**config.mk**
```make
export PLATFORM = sky130hd
export DESIGN_NAME = display_timing_gen_flat
export DESIGN_NICKNAME = d
export VERILOG_FILES = /design/src/rtl/display_timing_if.sv /design/src/rtl/display_timing_gen.sv /design/src/flat_wrapper.sv
export SDC_FILE = /design/constraint.sdc
export NUM_CORES = 1
export LEC_CHECK = 0
export ABC_AREA = 1
export BUFFER_PORTS_ARGS = -buffer_cell sky130_fd_sc_hd__buf_2
export CELL_PAD_IN_SITES_DETAIL_PLACEMENT = 1
export CELL_PAD_IN_SITES_GLOBAL_PLACEMENT = 1
export CORE_MARGIN = 5
export CORE_UTILIZATION = 33
export CTS_CLUSTER_SIZE = 20
export DETAILED_ROUTE_END_ITERATION = 10
export GPL_TIMING_DRIVEN = 0
export PLACE_DENSITY_LB_ADDON = 0.1
export SLEW_MARGIN = 20
export SYNTH_ARGS = -nofsm -noshare
export SYNTH_HDL_FRONTEND = slang
export SYNTH_SLANG_ARGS = --single-unit
export TNS_END_PERCENT = 20
```
**constraint.sdc**
```tcl
create_clock -name clk -period 2 [get_ports clk]
set_input_delay 0.4 -clock clk [delete_from_list [all_inputs] [get_ports clk]]
set_output_delay 0.4 -clock clk [all_outputs]
set_load 0.005 [all_outputs]
```
**src/rtl/display_timing_if.sv**
```systemverilog
// Panel timing bundle: driven by display_timing_gen, consumed by the LCD pins and the
// pixel renderer that supplies data in step with pix_x/pix_y/pix_tick.
interface display_timing_if #(
  parameter int X_W = 10,
  parameter int Y_W = 10
);
  logic           disp_clk;
  logic           disp_en;
  logic           disp_hsync;
  logic           disp_vsync;
  logic [X_W-1:0] pix_x;
  logic [Y_W-1:0] pix_y;
  logic           pix_tick;
  logic           frame_start;

  modport master (
    output disp_clk, disp_en, disp_hsync, disp_vsync,
    output pix_x, pix_y, pix_tick, frame_start
  );

  modport slave (
    input disp_clk, disp_en, disp_hsync, disp_vsync,
    input pix_x, pix_y, pix_tick, frame_start
  );
endinterface

```
**src/rtl/display_timing_gen.sv**
```systemverilog
// Parametrised RGB-panel timing generator: divides clk into pixel periods and walks a
// (d, h, v) counter chain, registering panel signals decoded from the next state.
module display_timing_gen #(
  parameter int H_ACTIVE  = 480,
  parameter int H_FRONT   = 2,
  parameter int H_SYNC    = 41,
  parameter int H_BACK    = 2,
  parameter int V_ACTIVE  = 272,
  parameter int V_FRONT   = 2,
  parameter int V_SYNC    = 10,
  parameter int V_BACK    = 2,
  parameter int CLK_DIV   = 6,
  parameter bit HSYNC_POL = 1'b0,
  parameter bit VSYNC_POL = 1'b0,
  parameter bit DCLK_POL  = 1'b0,
  parameter int X_W       = 10,
  parameter int Y_W       = 10
) (
  input  logic              clk,
  input  logic              reset,
  input  logic              en,
  display_timing_if.master  disp
);
  localparam int H_TOTAL = H_ACTIVE + H_FRONT + H_SYNC + H_BACK;
  localparam int V_TOTAL = V_ACTIVE + V_FRONT + V_SYNC + V_BACK;
  localparam int D_W     = $clog2(CLK_DIV);
  localparam int H_W     = $clog2(H_TOTAL + 1);
  localparam int V_W     = $clog2(V_TOTAL + 1);

  localparam logic [D_W-1:0] D_LAST     = D_W'(CLK_DIV - 1);
  localparam logic [D_W-1:0] D_HALF     = D_W'(CLK_DIV / 2);
  localparam logic [H_W-1:0] H_LAST     = H_W'(H_TOTAL - 1);
  localparam logic [H_W-1:0] H_ACT      = H_W'(H_ACTIVE);
  localparam logic [H_W-1:0] H_SYNC_BEG = H_W'(H_ACTIVE + H_FRONT);
  localparam logic [H_W-1:0] H_SYNC_END = H_W'(H_ACTIVE + H_FRONT + H_SYNC);
  localparam logic [V_W-1:0] V_LAST     = V_W'(V_TOTAL - 1);
  localparam logic [V_W-1:0] V_ACT      = V_W'(V_ACTIVE);
  localparam logic [V_W-1:0] V_SYNC_BEG = V_W'(V_ACTIVE + V_FRONT);
  localparam logic [V_W-1:0] V_SYNC_END = V_W'(V_ACTIVE + V_FRONT + V_SYNC);

  logic [D_W-1:0] d, d_next;
  logic [H_W-1:0] h, h_next;
  logic [V_W-1:0] v, v_next;
  logic           d_wrap, h_wrap, v_wrap;

  assign d_wrap = (d == D_LAST);
  assign h_wrap = (h == H_LAST);
  assign v_wrap = (v == V_LAST);

  // Enabled next state; the idle state is the frame's last cycle, so it wraps to (0,0,0).
  always_comb begin
    // NOTE: every output gets a default first, so no path leaves one unassigned (no latch).
    d_next = d + 1'b1;
    h_next = h;
    v_next = v;
    if (d_wrap) begin
      d_next = '0;
      h_next = h_wrap ? '0 : h + 1'b1;
      if (h_wrap) v_next = v_wrap ? '0 : v + 1'b1;
    end
  end

  // NOTE: sequential state uses non-blocking assignments so all registers update together.
  always_ff @(posedge clk) begin
    if (reset || !en) begin
      d                <= D_LAST;
      h                <= H_LAST;
      v                <= V_LAST;
      disp.disp_clk    <= DCLK_POL;
      disp.disp_en     <= 1'b0;
      disp.disp_hsync  <= ~HSYNC_POL;
      disp.disp_vsync  <= ~VSYNC_POL;
      disp.pix_tick    <= 1'b0;
      disp.frame_start <= 1'b0;
      disp.pix_x       <= X_W'(H_LAST);
      disp.pix_y       <= Y_W'(V_LAST);
    end else begin
      d                <= d_next;
      h                <= h_next;
      v                <= v_next;
      // Low phase is the first CLK_DIV/2 cycles, so the unpolarised rising edge is mid-pixel.
      disp.disp_clk    <= DCLK_POL ^ (d_next >= D_HALF);
      disp.disp_en     <= (h_next < H_ACT) && (v_next < V_ACT);
      disp.disp_hsync  <= ((h_next >= H_SYNC_BEG) && (h_next < H_SYNC_END)) ? HSYNC_POL : ~HSYNC_POL;
      disp.disp_vsync  <= ((v_next >= V_SYNC_BEG) && (v_next < V_SYNC_END)) ? VSYNC_POL : ~VSYNC_POL;
      disp.pix_tick    <= (d_next == '0);
      disp.frame_start <= (d_next == '0) && (h_next == '0) && (v_next == '0);
      disp.pix_x       <= X_W'(h_next);
      disp.pix_y       <= Y_W'(v_next);
    end
  end
endmodule
```
**src/flat_wrapper.sv**
```systemverilog
// flat-port wrapper written by rule: the top's interface ports become plain ports
module display_timing_gen_flat 
#(
  parameter int H_ACTIVE  = 480,
  parameter int H_FRONT   = 2,
  parameter int H_SYNC    = 41,
  parameter int H_BACK    = 2,
  parameter int V_ACTIVE  = 272,
  parameter int V_FRONT   = 2,
  parameter int V_SYNC    = 10,
  parameter int V_BACK    = 2,
  parameter int CLK_DIV   = 6,
  parameter bit HSYNC_POL = 1'b0,
  parameter bit VSYNC_POL = 1'b0,
  parameter bit DCLK_POL  = 1'b0,
  parameter int X_W       = 10,
  parameter int Y_W       = 10
)
  (clk, reset, en, disp_disp_clk, disp_disp_en, disp_disp_hsync, disp_disp_vsync, disp_pix_x, disp_pix_y, disp_pix_tick, disp_frame_start);
  display_timing_if #(.X_W(X_W), .Y_W(Y_W)) disp_i ();
  input  logic clk;
  input  logic reset;
  input  logic en;
  output wire logic [$bits(disp_i.disp_clk)-1:0] disp_disp_clk;
  output wire logic [$bits(disp_i.disp_en)-1:0] disp_disp_en;
  output wire logic [$bits(disp_i.disp_hsync)-1:0] disp_disp_hsync;
  output wire logic [$bits(disp_i.disp_vsync)-1:0] disp_disp_vsync;
  output wire logic [$bits(disp_i.pix_x)-1:0] disp_pix_x;
  output wire logic [$bits(disp_i.pix_y)-1:0] disp_pix_y;
  output wire logic [$bits(disp_i.pix_tick)-1:0] disp_pix_tick;
  output wire logic [$bits(disp_i.frame_start)-1:0] disp_frame_start;
  assign disp_disp_clk = disp_i.disp_clk;
  assign disp_disp_en = disp_i.disp_en;
  assign disp_disp_hsync = disp_i.disp_hsync;
  assign disp_disp_vsync = disp_i.disp_vsync;
  assign disp_pix_x = disp_i.pix_x;
  assign disp_pix_y = disp_i.pix_y;
  assign disp_pix_tick = disp_i.pix_tick;
  assign disp_frame_start = disp_i.frame_start;
  display_timing_gen #(.H_ACTIVE(H_ACTIVE), .H_FRONT(H_FRONT), .H_SYNC(H_SYNC), .H_BACK(H_BACK), .V_ACTIVE(V_ACTIVE), .V_FRONT(V_FRONT), .V_SYNC(V_SYNC), .V_BACK(V_BACK), .CLK_DIV(CLK_DIV), .HSYNC_POL(HSYNC_POL), .VSYNC_POL(VSYNC_POL), .DCLK_POL(DCLK_POL), .X_W(X_W), .Y_W(Y_W)) u_core (.clk(clk), .reset(reset), .en(en), .disp(disp_i));
endmodule
```
Word-level counts from Yosys, hierarchy flattened. Index checks and enable logic that the tools add are counted. Widths: inputs -> output; s select.

Register bits: 29. Input bits: 3. Word-level logic and storage cells: 41.

Add/sub/neg operators: 3. $lt $le $gt $ge: 7. Equality and inequality tests: 3. Mux-type cells: 8. Reduce and logical (&&, ||, !) cells: 10.

Operator list (count): $mux 9 (3); $mux 10 (2); $lt 9x9->1 const B (2); $add 10x1->10 const B (1); $eq 10x10->1 const B (1); $ge 10x9->1 const B (1); $logic_not 10->1 (1); $lt 10x10->1 const B (1); $lt 10x9->1 const B (1); $add 9x1->9 const B (1); $eq 9x9->1 const B (1); $ge 9x9->1 const B (1); $logic_not 9->1 (1); $logic_and 1x1->1 (5); $add 3x1->3 const B (1); $eq 3x3->1 const B (1); $ge 3x2->1 const B (1); $logic_not 3->1 (1); $mux 3 (1); $mux 1 (2); $logic_not 1->1 (1); $logic_or 1x1->1 (1).

Logic depth before layout (Yosys ltp).
Depth after elaboration: 7. Depth in mapped cells: 14. Gate-level depth less buffers: 14.

Least setup slack after synthesis. OpenSTA, ideal clock, no wires.

Kind: flip-flop to flip-flop. Start: register, netlist name u_core.disp.pix_x[0]. End: register u_core.disp.disp_vsync. Setup time: 0.120 ns. Arrival time: 1.674 ns. Slack: 0.206 ns. Cell stages (with the launch flop): 13. Cells stage by stage: dfxtp_1 -> inv_1 -> ha_1 -> nand2_1 -> nor2_4 -> inv_1 -> nor2_4 -> nand3_1 -> xor2_1 -> nand2_1 -> inv_1 -> nand3_1 -> or2_1.

RTL lines: end signal, assigned (RTL line display_timing_gen.sv:72) `disp.disp_vsync <= ~VSYNC_POL;`; end signal, assigned (RTL line display_timing_gen.sv:85) `disp.disp_vsync <= ((v_next >= V_SYNC_BEG) && (v_next < V_SYNC_END)) ? VSYNC_POL : ~VSYNC_POL;`; end, declared (RTL line display_timing_if.sv:17) `output disp_clk, disp_en, disp_hsync, disp_vsync,`.

==> qor_table.md <==
| Quantity | This run |
|---|---|
| Run status | completed |
| Clock Sink Count | 28 |
| Post-layout worst setup margin | 0.113 ns |
| Number of distinct library cells after synthesis | 36 |
| CTS tree | yes |
| Global-route wire length before repair | 7970 um |
| Area of the mapped netlist | 1740 um2 |
| Fillcell total | 711 |
| CTS clock-pin slew for the worst setup and hold paths | 0.10 ns |
| Seq cells post-synth | 28 |
| Yosys warning count | 0 |
| Final Slew Violations | 0 |
| Total area of multi-input combinational cells | 1080 um2 |
| Number of antenna violations at the first check in global routing | 0 |
| Switching power | 0.558 mW |
| CP max-delay cell | sky130_fd_sc_hd__dfxtp_4 |
| Global routing usage summed across all routing layers | 0.152 |
| Max-cap violations | 0 |
| Hold Slack | 0.407 ns |
| Via count of the routed design | 1766 |
| Dominant delay contributor by cell family on the critical path | simple AND/OR/NAND/NOR gates |
| Fraction of synthesized area in multiplexers | 0 |
| Effective utilization at floorplan | 0.340 |
| CTS buffer count | 3 |
| Die Width | 82.5 um |
| Unrepaired setup endpoints after global routing | true |
| Post-placement setup slack | -0.0567 ns |
| Highest fanout seen on the critical path | 7 |
| Cells after synthesis | 268 |
| Synthesized-area fraction occupied by xor and xnor cells | 0.0101 |
| Maximum clock frequency | 530 MHz |
| Share of post-route cells with drive strength above 1 | 0.280 |
| Path type of the worst min-delay path | primary input to flop |
| Worst EP arrival | 2.07 ns |
| Drt via density | 4.68 |
| Largest family of logic cells by synthesized area | simple AND/OR/NAND/NOR gates |
| Global routing met2 resource utilization | 0.237 |
| First-pass iteration count of the detailed router | 4 |
| Std-Cell Core Area | 5110 um2 |
| Setup clock skew after layout | 0.00290 ns |
| Most Used Layer, Global Route | met2 |
| Sequential cell area | 572 um2 |
| Slew of the pin with the lowest slew margin | 0.522 ns |
| Critical Path Start Type | flop |
| Max_slew headroom | 0.652 |
| Mean instance size in the synthesized netlist | 6.48 um2 |
| Skew-Pair Late Insertion Delay | 0.28 ns |
| Setup TNS | 0 ns |
| Sequential area share after synthesis | 0.323 |
| Number of endpoints failing setup at the final stage | 0 |
| Number of design rule violations left after detail routing | 0 |
| Period minus WS final | 1.89 ns |
| Root cell of the clock tree | sky130_fd_sc_hd__clkbuf_8 |
| Post-detailed-route count of antenna-violating nets | 0 |
| Final hold vios | 0 |
| Internal power summed over all cells | 0.923 mW |
| Layout Nets | 316 |
| Met1 track demand over resource | 0.218 |
| Vias in the first global route | 1673 |
| Avg WL per Cell | 13.3 um |
| Leakage power figure | 1.09 nW |
| Row Count | 26 |
| Post-route fraction of the period consumed by the critical path | 0.943 |
| Number of buffers and inverters on the critical path | 1 |
| Top-level port count | 29 |
| Highest ir drop seen on vdd | 0.275 mV |
| Total Die Area | 6810 um2 |
| Final cell area excluding filler cells | 2170 um2 |
| Gr ovfl total | 0 |
| Slowest cell delay on critical path | 0.37 ns |
| Worst setup path class | flop to flop |
| Complex-gate fraction of the synthesized area | 0.0519 |
| Synth Area in Adders | 0.0288 |
| Syn_nets | 275 |
| Overall die height | 82.5 um |
| Sequential power share | 0.419 |
| Switching Fraction | 0.377 |
| Crit end category | flop |
| Crit path required time | 2.18 ns |
| Overall routed net length | 5020 um |
| Count of antenna diodes in the layout | 0 |
| Comb pwr share | 0.365 |
| Cells along the critical path | inv_2 > ha_4 > nand2_4 > nor2_4 > nand3_4 > nor2_8 > nand2_2 > nand2_2 > nand3_2 > nor2_2 > nand3_2 > or2_1 |
| GR met3 Demand/Resource | 0.0184 |
| Pin count of the biggest net entering global routing | 15 |
| Power density over the cells | 683 nW/um2 |
| Placed cell area | 1960 um2 |
| Clock network power share | 0.216 |
| First-iteration detailed-routing DRC count | 58 |
| CTS H-Tree Depth | 1 |
| Buffers from clock root to sink, at most | 2 |
| P&R area growth vs syn | 24.9% |
| Power consumption | 1.48 mW |
| Global placement routability congestion | 0.793 |
| Estimated wirelength of the detail-placed design | 3860 um |
| Number of buffer cells added on primary ports | 27 |
| Area share of and/or/nand/nor cells after synthesis | 0.475 |
==> kinds of logic after synthesis <==
| group | Yosys count |
|---|---|
| other | 1 |
| buffers and inverters | 47 |
| AOI/OAI and AO/OA | 14 |
| and+or+nand+nor | 172 |
| adders and majority gates | 4 |
| xor gates and xnor gates | 2 |
| DFF | 28 |
==> cell type report <==
type                    count  share of cell area
plain buffers               4              0.0121
multi-input cells         194               0.496
repair buffers             35              0.0917
inverters                  43              0.0767
flip-flops and latches     28               0.264
well taps                  70              0.0404
clock buffers               3              0.0190
==> worst paths after layout <==
kind | to | slack [ns] | start | depth (start not counted)
setup reg to reg | u_core.disp.disp_vsync$_SDFF_PP1_ | 0.11 | u_core.disp.pix_x[0]$_SDFF_PP0_ | 12
setup / recovery | u_core.disp.disp_vsync$_SDFF_PP1_ | 0.11 | u_core.disp.pix_x[0]$_SDFF_PP0_ | 12
hold reg to reg | u_core.d[0]$_SDFF_PP1_ | 0.54 | u_core.d[0]$_SDFF_PP1_ | 2
hold / removal | u_core.d[0]$_SDFF_PP1_ | 0.41 | reset | 3
==> power groups by stage <==
stage,Sequential (mW),Clock [mW],Combinational (mW)
after detailed placement,0.634,0,0.479
after global placement,0.634,0,0.475
after CTS,0.622,0.336,0.488
final,0.620,0.320,0.541
after floorplan,0.632,0,0.345
after global routing,0.625,0.349,0.613
==> registers in the layout (all words and copies together) (netlist names) <==
register	cells
u_core.disp.disp_hsync	1
u_core.disp.disp_en	1
u_core.disp.frame_start	1
u_core.disp.disp_vsync	1
u_core.disp.pix_x	10
u_core.d	3
u_core.disp.pix_tick	1
u_core.disp.disp_clk	1
u_core.disp.pix_y	9
==> placed cells by master (no fill, tap or decap), types with 3 or more instances in the layout <==
| cell type | Yosys | final |
|---|---|---|
| sky130_fd_sc_hd__nand4_1 | 8 | 8 |
| sky130_fd_sc_hd__clkbuf_8 | 0 | 3 |
| sky130_fd_sc_hd__nand3_2 | 2 | 6 |
| sky130_fd_sc_hd__nor2_4 | 3 | 3 |
| sky130_fd_sc_hd__nand3_1 | 24 | 21 |
| sky130_fd_sc_hd__inv_1 | 40 | 37 |
| sky130_fd_sc_hd__ha_1 | 4 | 3 |
| sky130_fd_sc_hd__buf_4 | 3 | 10 |
| sky130_fd_sc_hd__inv_2 | 1 | 3 |
| sky130_fd_sc_hd__dfxtp_2 | 0 | 3 |
| sky130_fd_sc_hd__nor2_1 | 44 | 38 |
| sky130_fd_sc_hd__nand2_1 | 73 | 70 |
| sky130_fd_sc_hd__buf_2 | 0 | 27 |
| sky130_fd_sc_hd__nand3_4 | 3 | 3 |
| sky130_fd_sc_hd__nand2_2 | 3 | 4 |
| sky130_fd_sc_hd__o21ai_0 | 3 | 3 |
| sky130_fd_sc_hd__dfxtp_1 | 28 | 23 |
| sky130_fd_sc_hd__nor2_2 | 2 | 8 |
| sky130_fd_sc_hd__a21oi_1 | 3 | 3 |
==> timing repair <==
action	CTS	global route
endpoints found under the hold margin	0	0
pin swaps	1	13
cloned	0	1
gates resized for setup	2	29
endpoints found under the setup margin	2	4
hold buffers	0	0
buffers inserted	1	7
==> worst register-to-register path, stage by stage, from the launching register on <==
cell	delay, ns
sky130_fd_sc_hd__dfxtp_4	0.37
sky130_fd_sc_hd__inv_2	0.07
sky130_fd_sc_hd__ha_4	0.14
sky130_fd_sc_hd__nand2_4	0.05
sky130_fd_sc_hd__nor2_4	0.16
sky130_fd_sc_hd__nand3_4	0.14
sky130_fd_sc_hd__nor2_8	0.20
sky130_fd_sc_hd__nand2_2	0.07
sky130_fd_sc_hd__nand2_2	0.06
sky130_fd_sc_hd__nand3_2	0.09
sky130_fd_sc_hd__nor2_2	0.13
sky130_fd_sc_hd__nand3_2	0.07
sky130_fd_sc_hd__or2_1	0.23
==> per-layer routing <==
metal | up-vias | share of wire | wire length (um)
met4 | 0 | 0.011 | 53
li1 | 915 | - | -
met3 | 4 | 0.025 | 123
met5 | - | 0 | 0
met1 | 830 | 0.52 | 2600
met2 | 17 | 0.45 | 2240
==> cell usage after synthesis, drive strengths merged <==
library cell	number	area, um2
buf	3	22.5
a21oi	4	23.8
nor3	4	25.0
nor2	50	231
nand3	29	193
nor3b	1	7.51
xor2	2	17.5
and3	1	6.26
nand4	8	50.1
or2	2	12.5
a21boi	1	11.3
inv	42	160
clkbuf	1	3.75
o31ai	1	7.51
clkinv	1	3.75
conb	1	3.75
o21a	1	7.51
nand2b	1	6.26
dfxtp	28	561
ha	4	50.1
o21bai	1	7.51
a211oi	1	7.51
o21ai	5	25.0
nand2	76	293
==> metrics by stage <==
stage	utilization	std cells
detailed placement	0.384	365
CTS	0.395	369
global route	0.425	377
global placement	0.384	365
finish	0.425	377
floorplan	-	268
Note: power is estimated with default switching activity, not from simulation.
